`config.mk`:
```
export PLATFORM = sky130hd
export DESIGN_NAME = fetch_ctrl
export DESIGN_NICKNAME = d
export VERILOG_FILES = /design/src/rtl/fetch_ctrl.sv
export SDC_FILE = /design/constraint.sdc
export NUM_CORES = 1
export LEC_CHECK = 0
export ABC_AREA = 1
export CAP_MARGIN = 10
export CORE_ASPECT_RATIO = 1.75
export CORE_UTILIZATION = 46
export DETAILED_ROUTE_END_ITERATION = 8
export PLACE_DENSITY = 0.89
export RECOVER_POWER = 50
export SYNTH_ARGS = -nofsm -noshare
export SYNTH_HDL_FRONTEND = slang
export SYNTH_SLANG_ARGS = --single-unit
```
`constraint.sdc`:
```
create_clock -name clk -period 1.7 [get_ports clk]
set_input_delay 0.425 -clock clk [delete_from_list [all_inputs] [get_ports clk]]
set_output_delay 0.425 -clock clk [all_outputs]
set_load 0.01 [all_outputs]
```
`src/rtl/fetch_ctrl.sv`:
```
// fetch_ctrl: program-counter / fetch sequencer for the single-cycle core.
// Runs the start/done handshake with the bench, picks the next PC
// (sequential, absolute jump, relative jump, taken branch), stops on the
// all-ones halt word and counts the cycles spent in RUN.

module fetch_ctrl_chk #(
  parameter int D = 10
) (
  input logic         clk,
  input logic         reset,
  input logic         start,
  input logic         run,
  input logic         done,
  input logic [D-1:0] prog_ctr
);

  // run and done come from distinct states and can never be high together
  a_run_done_excl: assert property (@(posedge clk) disable iff (reset)
    !(run && done));

  // without a new start request a halted program stays halted at the same PC
  a_halt_frozen: assert property (@(posedge clk) disable iff (reset)
    (done && !start) |=> (done && $stable(prog_ctr)));

endmodule

module fetch_ctrl #(
  parameter int D    = 10,
  parameter int W    = 9,
  parameter int OFFW = 6,
  parameter int CW   = 16
) (
  input  logic            clk,
  input  logic            reset,
  input  logic            start,
  input  logic [W-1:0]    mach_code,
  input  logic            absj,
  input  logic            relj,
  input  logic            branch,
  input  logic            flag_q,
  input  logic [D-1:0]    target,
  input  logic [OFFW-1:0] rel_off,
  output logic [D-1:0]    prog_ctr,
  output logic            run,
  output logic            done,
  output logic [CW-1:0]   cycle_cnt
);

  // Sequencer states; kept as plain constants so older tools can read them.
  localparam logic [1:0] ST_IDLE = 2'd0;
  localparam logic [1:0] ST_ARM  = 2'd1;
  localparam logic [1:0] ST_RUN  = 2'd2;
  localparam logic [1:0] ST_HALT = 2'd3;

  localparam logic [D-1:0]  PC_ZERO  = {D{1'b0}};
  localparam logic [D-1:0]  PC_ONE   = {{(D-1){1'b0}}, 1'b1};
  localparam logic [CW-1:0] CNT_ZERO = {CW{1'b0}};
  localparam logic [CW-1:0] CNT_ONE  = {{(CW-1){1'b0}}, 1'b1};
  localparam logic [CW-1:0] CNT_MAX  = {CW{1'b1}};
  localparam logic [W-1:0]  HALT_WORD = {W{1'b1}};

  // Sign-extend the relative offset to PC width so the add wraps mod 2^D.
  function automatic logic [D-1:0] sext_off(input logic [OFFW-1:0] off);
    sext_off = {{(D-OFFW){off[OFFW-1]}}, off};
  endfunction

  // Saturating increment: the counter sticks at all-ones rather than wrapping.
  function automatic logic [CW-1:0] sat_inc(input logic [CW-1:0] val);
    if (val == CNT_MAX) begin
      sat_inc = val;
    end else begin
      sat_inc = val + CNT_ONE;
    end
  endfunction

  logic [1:0]    state_q, state_d;
  logic [D-1:0]  pc_q, pc_d;
  logic [CW-1:0] cnt_q, cnt_d;
  logic          run_q, run_d;
  logic          done_q, done_d;
  logic          is_halt_s;
  logic [D-1:0]  pc_rel_s;
  logic [D-1:0]  pc_seq_s;

  // Datapath helpers: halt-word decode and the two candidate PC sums.
  always_comb begin
    is_halt_s = (mach_code == HALT_WORD);
    pc_rel_s  = pc_q + sext_off(rel_off);
    pc_seq_s  = pc_q + PC_ONE;
  end

  // Next-state, next-PC and cycle-counter selection.
  always_comb begin
    state_d = state_q;
    pc_d    = pc_q;
    cnt_d   = cnt_q;
    case (state_q)
      ST_IDLE: begin
        pc_d = PC_ZERO;
        if (start) begin
          state_d = ST_ARM;
          cnt_d   = CNT_ZERO;
        end else begin
          state_d = ST_IDLE;
        end
      end
      ST_ARM: begin
        // PC and counter are pinned at zero so the first RUN cycle fetches 0.
        pc_d  = PC_ZERO;
        cnt_d = CNT_ZERO;
        if (start) begin
          state_d = ST_ARM;
        end else begin
          state_d = ST_RUN;
        end
      end
      ST_RUN: begin
        // start is deliberately not looked at here: no restart mid-program.
        cnt_d = sat_inc(cnt_q);
        if (is_halt_s) begin
          // Halt wins over any redirect; PC stays on the halt address.
          state_d = ST_HALT;
          pc_d    = pc_q;
        end else if (absj) begin
          state_d = ST_RUN;
          pc_d    = target;
        end else if (relj) begin
          state_d = ST_RUN;
          pc_d    = pc_rel_s;
        end else if (branch && flag_q) begin
          state_d = ST_RUN;
          pc_d    = pc_rel_s;
        end else begin
          state_d = ST_RUN;
          pc_d    = pc_seq_s;
        end
      end
      ST_HALT: begin
        if (start) begin
          // Re-arm: PC and counter clear on the same edge that drops done.
          state_d = ST_ARM;
          pc_d    = PC_ZERO;
          cnt_d   = CNT_ZERO;
        end else begin
          state_d = ST_HALT;
          pc_d    = pc_q;
          cnt_d   = cnt_q;
        end
      end
      default: begin
        state_d = ST_IDLE;
        pc_d    = PC_ZERO;
        cnt_d   = CNT_ZERO;
      end
    endcase
  end

  // run/done are decoded from the next state so they can be registered.
  always_comb begin
    run_d  = (state_d == ST_RUN);
    done_d = (state_d == ST_HALT);
  end

  // State, PC, counter and status flops with asynchronous reset.
  always_ff @(posedge clk or posedge reset) begin
    if (reset) begin
      state_q <= ST_IDLE;
      pc_q    <= PC_ZERO;
      cnt_q   <= CNT_ZERO;
      run_q   <= 1'b0;
      done_q  <= 1'b0;
    end else begin
      state_q <= state_d;
      pc_q    <= pc_d;
      cnt_q   <= cnt_d;
      run_q   <= run_d;
      done_q  <= done_d;
    end
  end

  assign prog_ctr  = pc_q;
  assign run       = run_q;
  assign done      = done_q;
  assign cycle_cnt = cnt_q;

  fetch_ctrl_chk #(.D(D)) u_chk (
    .clk      (clk),
    .reset    (reset),
    .start    (start),
    .run      (run_q),
    .done     (done_q),
    .prog_ctr (pc_q)
  );

endmodule

```
==> out/results.tsv, run 1 <==
metric	value	unit
power_leakage	1.925	nW
final_cells	573	
utilization	74.76	%
drt-initial-drc-count	163	
dp.cells	546	
nNetsFinal	546	
ys_top_cells_by_area	dfrtp_1 29%, nand2_1 17%, ha_1 7.4%	
gp_congestion	0.9768	
vias_per_cell	5.478	
area_growth	55.35	%
worst_hold_path.num_cells	2	
dieHeight	100.5	microns
cts_tree	done	
dieArea	5857	sq um
hp-start	cycle_cnt[9]	
slew_headroom	46.93	%
fmax	0.5872	GHz
ant_nets	0	
synth_seq_area_share	29.44	%
worstPathArrival	1.93	ns
mostFrequentLayoutCells	108 x nand2_1, 55 x buf_4, 41 x nor2_1	
ctsHoldBuffers	0	
synth_area_leader_cell	dfrtp_1	
dp_hpwl	6.004	mm
slew_viol_final	0	
setup.worst_path.class	reg -> reg	
tightestPinTransition	0.7960	ns
max-clock-path-buffers	2	
clock_skew	0.006682	ns
hold_end	cycle_cnt[9]	
cp-end-kind	register	
syn_nets	424	
vias	3139	
ioPinCount	60	
antennaDiodeCount	0	
setup_slack	-0.003000	ns
rsz0062_at_grt	true	
max_cap_viol_count	0	
total_power	5.377	mW
start_util	48.12	%
finalHoldViolCount	0	
drc	2	
netlist_instances	376	
rr_startpoint	prog_ctr[0]	
violations	design-rule violations, negative setup slack	
drtPass1Iterations	6	
r2r_setup_slack	-0.003	ns
track_usage	31.92	%
grt_max_degree	31	
min_period	1.703	ns
crit_fanout	3	
outcome	finished with violations	
reg2reg_depth	9	
cp.required	1.92	ns
setup_viol	1	
drive_gt1_share	26.45	%
core-area	5299	sq um
fillers	393	
p_per_area	1357	nW/um^2
final_common_cell	nand2_1	
ir_worst_vdd	719.2	uV
post-route-period-util	100.2	%
synth-seq-cells	30	
clk_pin_slew	0.07	ns
grt_pass1_wl	14.13	mm
wl	9.048	mm
avgSynthCellArea	6.782	sq um
clockRootBuffer	clkbuf_8	
placed_area	3543	sq um
fp.dieW	58.28	microns
clock-sinks	30	
antenna_found_initial	0	
numPortBuffers	59	
synth_area	2550	sq um
cts_buffers	5	
avgRoutedWirePerCell	15.79	microns
htreeDepth	2	
ys_types	34	
min-delay-path-class	reg -> reg	
rows	35	
reg2reg_to	prog_ctr[4]	
clock_latency	0.28	ns
grt_overflow	0	
synth_top_area_share	29.44	%
yosysWarnings	0	
fin_area	3961	sq um
grt_pass1_vias	3233	
start_kind	register	
==> state kept, by name, indices dropped and copies added, names as in the netlist <==
signal     cells
prog_ctr      10
done           1
run            1
cycle_cnt     16
state_q        2
==> through the flow <==
stage	hold slack [ns]	setup WS, ns	TNS [ns]
floorplan	0.5157	0.02884	0
global placement	0.5231	-0.4823	-4.845
detailed placement	0.5363	-0.5317	-5.595
CTS	0.4717	-0.03974	-0.07805
global route	0.5745	-0.1045	-0.4832
finish	0.5549	-0.003000	-0.003000
==> cell type report <==
type | instances | area (sq um) | area share [%]
timing repair buffer | 119 | 1037 | 26.18
tap | 74 | 92.59 | 2.337
inverter | 43 | 161.4 | 4.075
multi-input combinational | 299 | 1818 | 45.89
sequential | 30 | 760.7 | 19.20
clock buffer | 7 | 86.33 | 2.179
clock inverter | 1 | 5.005 | 0.1263
==> cells in the mapped netlist, drive strengths merged <==
master	number
and3b	1
a21oi	12
nand2	120
nor4	1
or2	2
clkbuf	3
nand3b	2
a21boi	1
o22ai	2
xnor2	3
buf	2
ha	15
a21o	1
nor3	11
nor2	45
o31ai	1
nand4	10
dfrtp	30
o21a	1
o211ai	2
o21ai	28
clkinv	1
inv	42
fa	1
nand3	30
o21bai	3
xor2	6
==> per-layer routing <==
metal	vias up	share of wire, %	track usage, %
li1	1464	-	-
met1	1454	34	29.75
met2	168	53	59.06
met3	53	6.1	5.648
met4	0	6.4	24.18
met5	-	0	0
==> kinds of logic (layout without fill, tap and decap cells) <==
family | after synthesis | count (layout) | share of synthesized area, %
simple gates | 222 | 223 | 39.01
compound gates | 51 | 51 | 12.32
xor+xnor | 9 | 9 | 3.091
fa+ha+maj | 16 | 16 | 8.145
flops | 30 | 30 | 29.44
buf+inv | 48 | 170 | 7.998
==> timing repair <==
| item | 4_1_cts | 5_1_grt |
|---|---|---|
| pin swaps | 11 | 16 |
| endpoints found under the setup margin | 39 | 33 |
| setup buffers | 12 | 7 |
| cloned | 0 | 1 |
| gates resized for setup | 34 | 42 |
==> worst max-delay path: stages, from the launching register on <==
cell and delay, ns:
dfrtp_1 0.35, ha_2 0.19, inv_2 0.04, fa_2 0.37, o21ai_4 0.21, buf_6 0.14, o21ai_2 0.05, a21oi_2 0.12
o21ai_1 0.09, nand2_1 0.08
==> worst max-delay path by stage <==
stage | end | slack, ns | startpoint | cells after the start
2_1_floorplan | cycle_cnt[14] | 0.03 | cycle_cnt[1] | 8
3_3_place_gp | prog_ctr[8] | -0.48 | rel_off[0] | 12
3_5_place_dp | prog_ctr[8] | -0.53 | rel_off[0] | 12
4_1_cts | prog_ctr[6] | -0.04 | prog_ctr[0] | 11
5_1_grt | prog_ctr[6] | -0.10 | prog_ctr[0] | 11
6_report | prog_ctr[4] | -0.003 | prog_ctr[0] | 9
==> power by group <==
part,switching (mW),internal [mW]
clock,0.284,0.326
sequential,0.180,0.922
combinational,2.00,1.67
Note: power is estimated with default switching activity, not from simulation.
==> inputs of run 2 (changes only) <==
--- a/config.mk
+++ b/config.mk
@@ -6,12 +6,12 @@
 export NUM_CORES = 1
 export LEC_CHECK = 0
 export ABC_AREA = 1
-export CAP_MARGIN = 10
 export CORE_ASPECT_RATIO = 1.75
 export CORE_UTILIZATION = 46
 export DETAILED_ROUTE_END_ITERATION = 8
 export PLACE_DENSITY = 0.89
 export RECOVER_POWER = 50
+export SKIP_LAST_GASP = 1
 export SYNTH_ARGS = -nofsm -noshare
 export SYNTH_HDL_FRONTEND = slang
 export SYNTH_SLANG_ARGS = --single-unit
==> out/results.tsv, run 2 (same netlist as run 1, synthesis figures left out) <==
metric	value	unit
fmax	0.5925	GHz
final_common_cell	nand2_1	
largest_reg_flops	16	
dieHeight	100.5	microns
nNetsFinal	545	
grt_max_degree	31	
reg2reg_to	prog_ctr[9]	
track_usage	31.55	%
grt_pass1_wl	13.99	mm
antennaDiodeCount	0	
worst_hold_path.num_cells	2	
antenna_found_initial	0	
grt_overflow	0	
power_leakage	1.924	nW
max_cap_viol_count	0	
area_growth	55.05	%
ir_worst_vdd	716.4	uV
hold_ws	0.5596	ns
avgRoutedWirePerCell	16.24	microns
cp.required	1.88	ns
clock_skew	0.009360	ns
dp_hpwl	6.004	mm
worstSetupStartpoint	prog_ctr[3]	
setup.worst_path.class	reg -> reg	
placed_area	3543	sq um
worstPathArrival	1.87	ns
vias_per_cell	5.483	
start_util	48.12	%
cp-end-kind	register	
fin_area	3954	sq um
core-area	5299	sq um
mostFrequentLayoutCells	109 x nand2_1, 55 x buf_4, 44 x nor2_1	
ioPinCount	60	
grt_pass1_vias	3251	
drtPass1Iterations	5	
wl	9.287	mm
p_per_area	1364	nW/um^2
timing.critical_path.to	prog_ctr[9]	
setup_viol	0	
dieArea	5857	sq um
drive_gt1_share	25.50	%
slew_headroom	45.48	%
rsz0062_at_grt	true	
slew_viol_final	0	
finalHoldViolCount	0	
r2r_setup_slack	0.01	ns
clock_latency	0.29	ns
tightestPinTransition	0.8178	ns
fp.dieW	58.28	microns
ctsHoldBuffers	0	
cts_tree	done	
outcome	complete, no violations	
clock-sinks	30	
rows	35	
vias	3136	
fillers	393	
drt-initial-drc-count	181	
crit_fanout	4	
rr_startpoint	prog_ctr[3]	
clockRootBuffer	clkbuf_8	
ant_nets	0	
post-route-period-util	99.28	%
htreeDepth	2	
min-delay-path-class	reg -> reg	
gp_congestion	0.9768	
drc	0	
clk_pin_slew	0.07	ns
numPortBuffers	59	
reg2reg_depth	13	
min_period	1.688	ns
cts_buffers	5	
start_kind	register	
max-clock-path-buffers	2	
## run 2: cell types whose count changed in the layout (fill, tap and decap cells not counted), moves of 2 or more
cell	change
nor2_1	+3
a21oi_2	-2
clkbuf_1	-2
a21oi_1	+2
nor2_2	-3
## run 2: per-stage QoR
step           cells  power, mW  util, %  setup TNS (ns)  setup slack, ns
2_1_floorplan    376      2.741        -               0          0.02884
3_3_place_gp     546      3.950    66.87          -4.845          -0.4823
3_5_place_dp     546      4.060    66.87          -5.595          -0.5317
4_1_cts          566      4.956    71.90         -0.2021         -0.05222
5_1_grt          572      5.717    74.62         -0.4686          -0.1083
6_report         572      5.394    74.62               0          0.01216
## run 2: timing repair
action	4_1_cts	5_1_grt
endpoints found under the setup margin	39	33
cloned	0	1
gates resized for setup	32	37
buffers inserted	12	6
pin swaps	9	8
## run 2: report_power, final
part	internal, mW	switching (mW)	total (mW)
clock network	0.327	0.290	0.617
registers	0.921	0.192	1.11
logic	1.68	1.99	3.66
## run 2: layout make-up
| type | instances | area, sq um | share of cell area [%] |
|---|---|---|---|
| multi-input cells | 299 | 1807 | 45.70 |
| inverters | 43 | 161.4 | 4.082 |
| clock inverters | 1 | 5.005 | 0.1266 |
| repair buffers | 118 | 1041 | 26.33 |
| well taps | 74 | 92.59 | 2.342 |
| flip-flops and latches | 30 | 760.7 | 19.24 |
| clock buffers | 7 | 86.33 | 2.184 |
## run 2: worst min path at each step
stage | startpoint | slack, ns | endpoint
4_1_cts | reset | 0.47 | prog_ctr[9]
3_3_place_gp | cycle_cnt[9] | 0.52 | cycle_cnt[9]
6_report | cycle_cnt[14] | 0.56 | cycle_cnt[14]
5_1_grt | cycle_cnt[9] | 0.57 | cycle_cnt[9]
3_5_place_dp | cycle_cnt[15] | 0.54 | cycle_cnt[15]
2_1_floorplan | reset | 0.52 | cycle_cnt[10]
## run 2: worst max-delay path, cell delays in order (launching register included)
cell and delay [ns]:
dfrtp_1 0.39, buf_4 0.15, ha_4 0.31, nand2_2 0.09, inv_1 0.09, nand2_1 0.06
nand2_1 0.10, nand2_1 0.08, nand3_1 0.07, nand2_1 0.05, nand3_1 0.06, nand2_1 0.05
nand2_1 0.05, nand2_1 0.05
## run 2: layer usage
layer  share of wire (%)  track usage (%)
met1                  34            28.35
met2                  54            58.89
met3                 6.0            6.162
met4                 5.8            24.36
met5                   0                0
==> inputs of run 3 (changes only) <==
--- a/config.mk
+++ b/config.mk
@@ -7,9 +7,9 @@
 export LEC_CHECK = 0
 export ABC_AREA = 1
 export CORE_ASPECT_RATIO = 1.75
-export CORE_UTILIZATION = 46
+export CORE_UTILIZATION = 50
 export DETAILED_ROUTE_END_ITERATION = 8
-export PLACE_DENSITY = 0.89
+export PLACE_DENSITY = 0.91
 export RECOVER_POWER = 50
 export SKIP_LAST_GASP = 1
 export SYNTH_ARGS = -nofsm -noshare
==> constraint.sdc (replaced) <==
create_clock -name clk -period 1.61 [get_ports clk]
set_input_delay 0.4025 -clock clk [delete_from_list [all_inputs] [get_ports clk]]
set_output_delay 0.4025 -clock clk [all_outputs]
set_load 0.01 [all_outputs]
==> out/results.tsv, run 3 (same netlist as run 1, synthesis figures left out) <==
metric	value	unit
wl_met2	5.317	mm
violations	negative setup slack	
numPortBuffers	59	
start_util	51.67	%
worst_hold_path.num_cells	2	
vias	3314	
setup_slack	-0.2220	ns
finalHoldViolCount	0	
antennaDiodeCount	0	
hold_ws	0.5370	ns
drc	0	
r2r_setup_slack	-0.22	ns
power_leakage	2.002	nW
largest_reg_flops	16	
worstPathArrival	2.05	ns
clk_pin_slew	0.06	ns
clockRootBuffer	clkbuf_8	
max-clock-path-buffers	2	
cts_buffers	5	
ioPinCount	60	
hold_end	cycle_cnt[15]	
ir_worst_vdd	1156	uV
reg2reg_to	prog_ctr[4]	
dp_hpwl	5.859	mm
htreeDepth	2	
cp-end-kind	register	
cts_tree	done	
reg2reg_depth	9	
slew_headroom	47.42	%
highest_layer	met4	
rows	34	
mostFrequentLayoutCells	110 x nand2_1, 60 x buf_4, 43 x nor2_1	
total_power	5.839	mW
fp.dieW	55.99	microns
drtPass1Iterations	7	
met3_length	670	microns
grt_pass1_wl	13.98	mm
grt_overflow	0	
vias_per_cell	5.928	
drive_gt1_share	26.73	%
grt_pass1_vias	3167	
max_cap_viol_count	0	
tightestPinTransition	0.7887	ns
nNetsFinal	552	
clock_skew	0.005954	ns
wl	9.981	mm
core-area	4935	sq um
min-delay-path-class	reg -> reg	
area_growth	56.82	%
p_per_area	1460	nW/um^2
min_period	1.832	ns
cp.required	1.83	ns
rsz0062_at_grt	true	
setup_viol	6	
rr_startpoint	prog_ctr[3]	
dieHeight	96.47	microns
dieArea	5401	sq um
hp-start	cycle_cnt[15]	
outcome	finished with violations	
slew_viol_final	0	
drt-initial-drc-count	271	
antenna_found_initial	0	
clock-sinks	30	
met1_length	3.175	mm
utilization	81.03	%
ant_nets	0	
clock_latency	0.29	ns
crit_fanout	3	
final_common_cell	nand2_1	
post-route-period-util	113.8	%
fmax	0.5459	GHz
setup.worst_path.class	reg -> reg	
gp_congestion	0.9924	
start_kind	register	
avgRoutedWirePerCell	17.86	microns
grt_max_degree	31	
track_usage	33.50	%
## run 3: where the power goes
part           leakage, nW  switching, mW  total, mW  internal [mW]
clock               0.0395          0.280      0.587          0.307
combinational         1.57           2.21       4.07           1.87
sequential           0.389          0.210       1.18          0.969
## run 3: how the worst max path moves through the flow
stage           startpoint          end  slack [ns]  cells after the start
5_1_grt        prog_ctr[3]  prog_ctr[4]       -0.29                      9
2_1_floorplan  prog_ctr[0]  prog_ctr[8]       -0.05                     11
4_1_cts         rel_off[3]  prog_ctr[9]       -0.13                     13
3_5_place_dp    rel_off[0]  prog_ctr[6]       -0.57                     12
3_3_place_gp    rel_off[0]  prog_ctr[8]       -0.55                     12
6_report       prog_ctr[3]  prog_ctr[4]       -0.22                      9
## run 3: layer usage
metal  global-route usage [%]  up-vias
met1                    29.70     1498
met5                        0        -
met3                    5.193       81
li1                         -     1484
met2                    67.16      251
met4                    23.58        0
## run 3: area by class of cell
| type | instances | area, sq um |
|---|---|---|
| clock buffers | 8 | 80.08 |
| fillers | 303 | 935.9 |
| inverters | 43 | 163.9 |
| multi-input cells | 300 | 1856 |
| flip-flops and latches | 30 | 759.5 |
| well taps | 54 | 67.56 |
| repair buffers | 124 | 1072 |
## run 3: worst max-delay path, stage by stage (launching register included)
cell,delay [ns]
dfrtp_1,0.44
ha_4,0.32
buf_4,0.13
nand2_1,0.10
o21ai_4,0.23
buf_6,0.13
o21ai_2,0.04
a21oi_1,0.18
o21ai_1,0.10
nand2_1,0.09
## run 3: metrics by stage
step	setup WS [ns]	TNS [ns]	area [sq um]	std cells
2_1_floorplan	-0.05104	-0.09730	2574	376
3_3_place_gp	-0.5543	-6.735	3567	531
3_5_place_dp	-0.5718	-7.608	3567	531
4_1_cts	-0.1271	-0.5130	3809	549
5_1_grt	-0.2871	-1.478	3999	559
6_report	-0.2220	-0.7220	3999	559
## run 3: timing repair
action / in CTS / in global routing
cloned: 1 / 1
hold buffers: 0 / 0
gates resized for setup: 51 / 36
endpoints found under the setup margin: 50 / 28
setup buffers: 9 / 9
pin swaps: 12 / 18
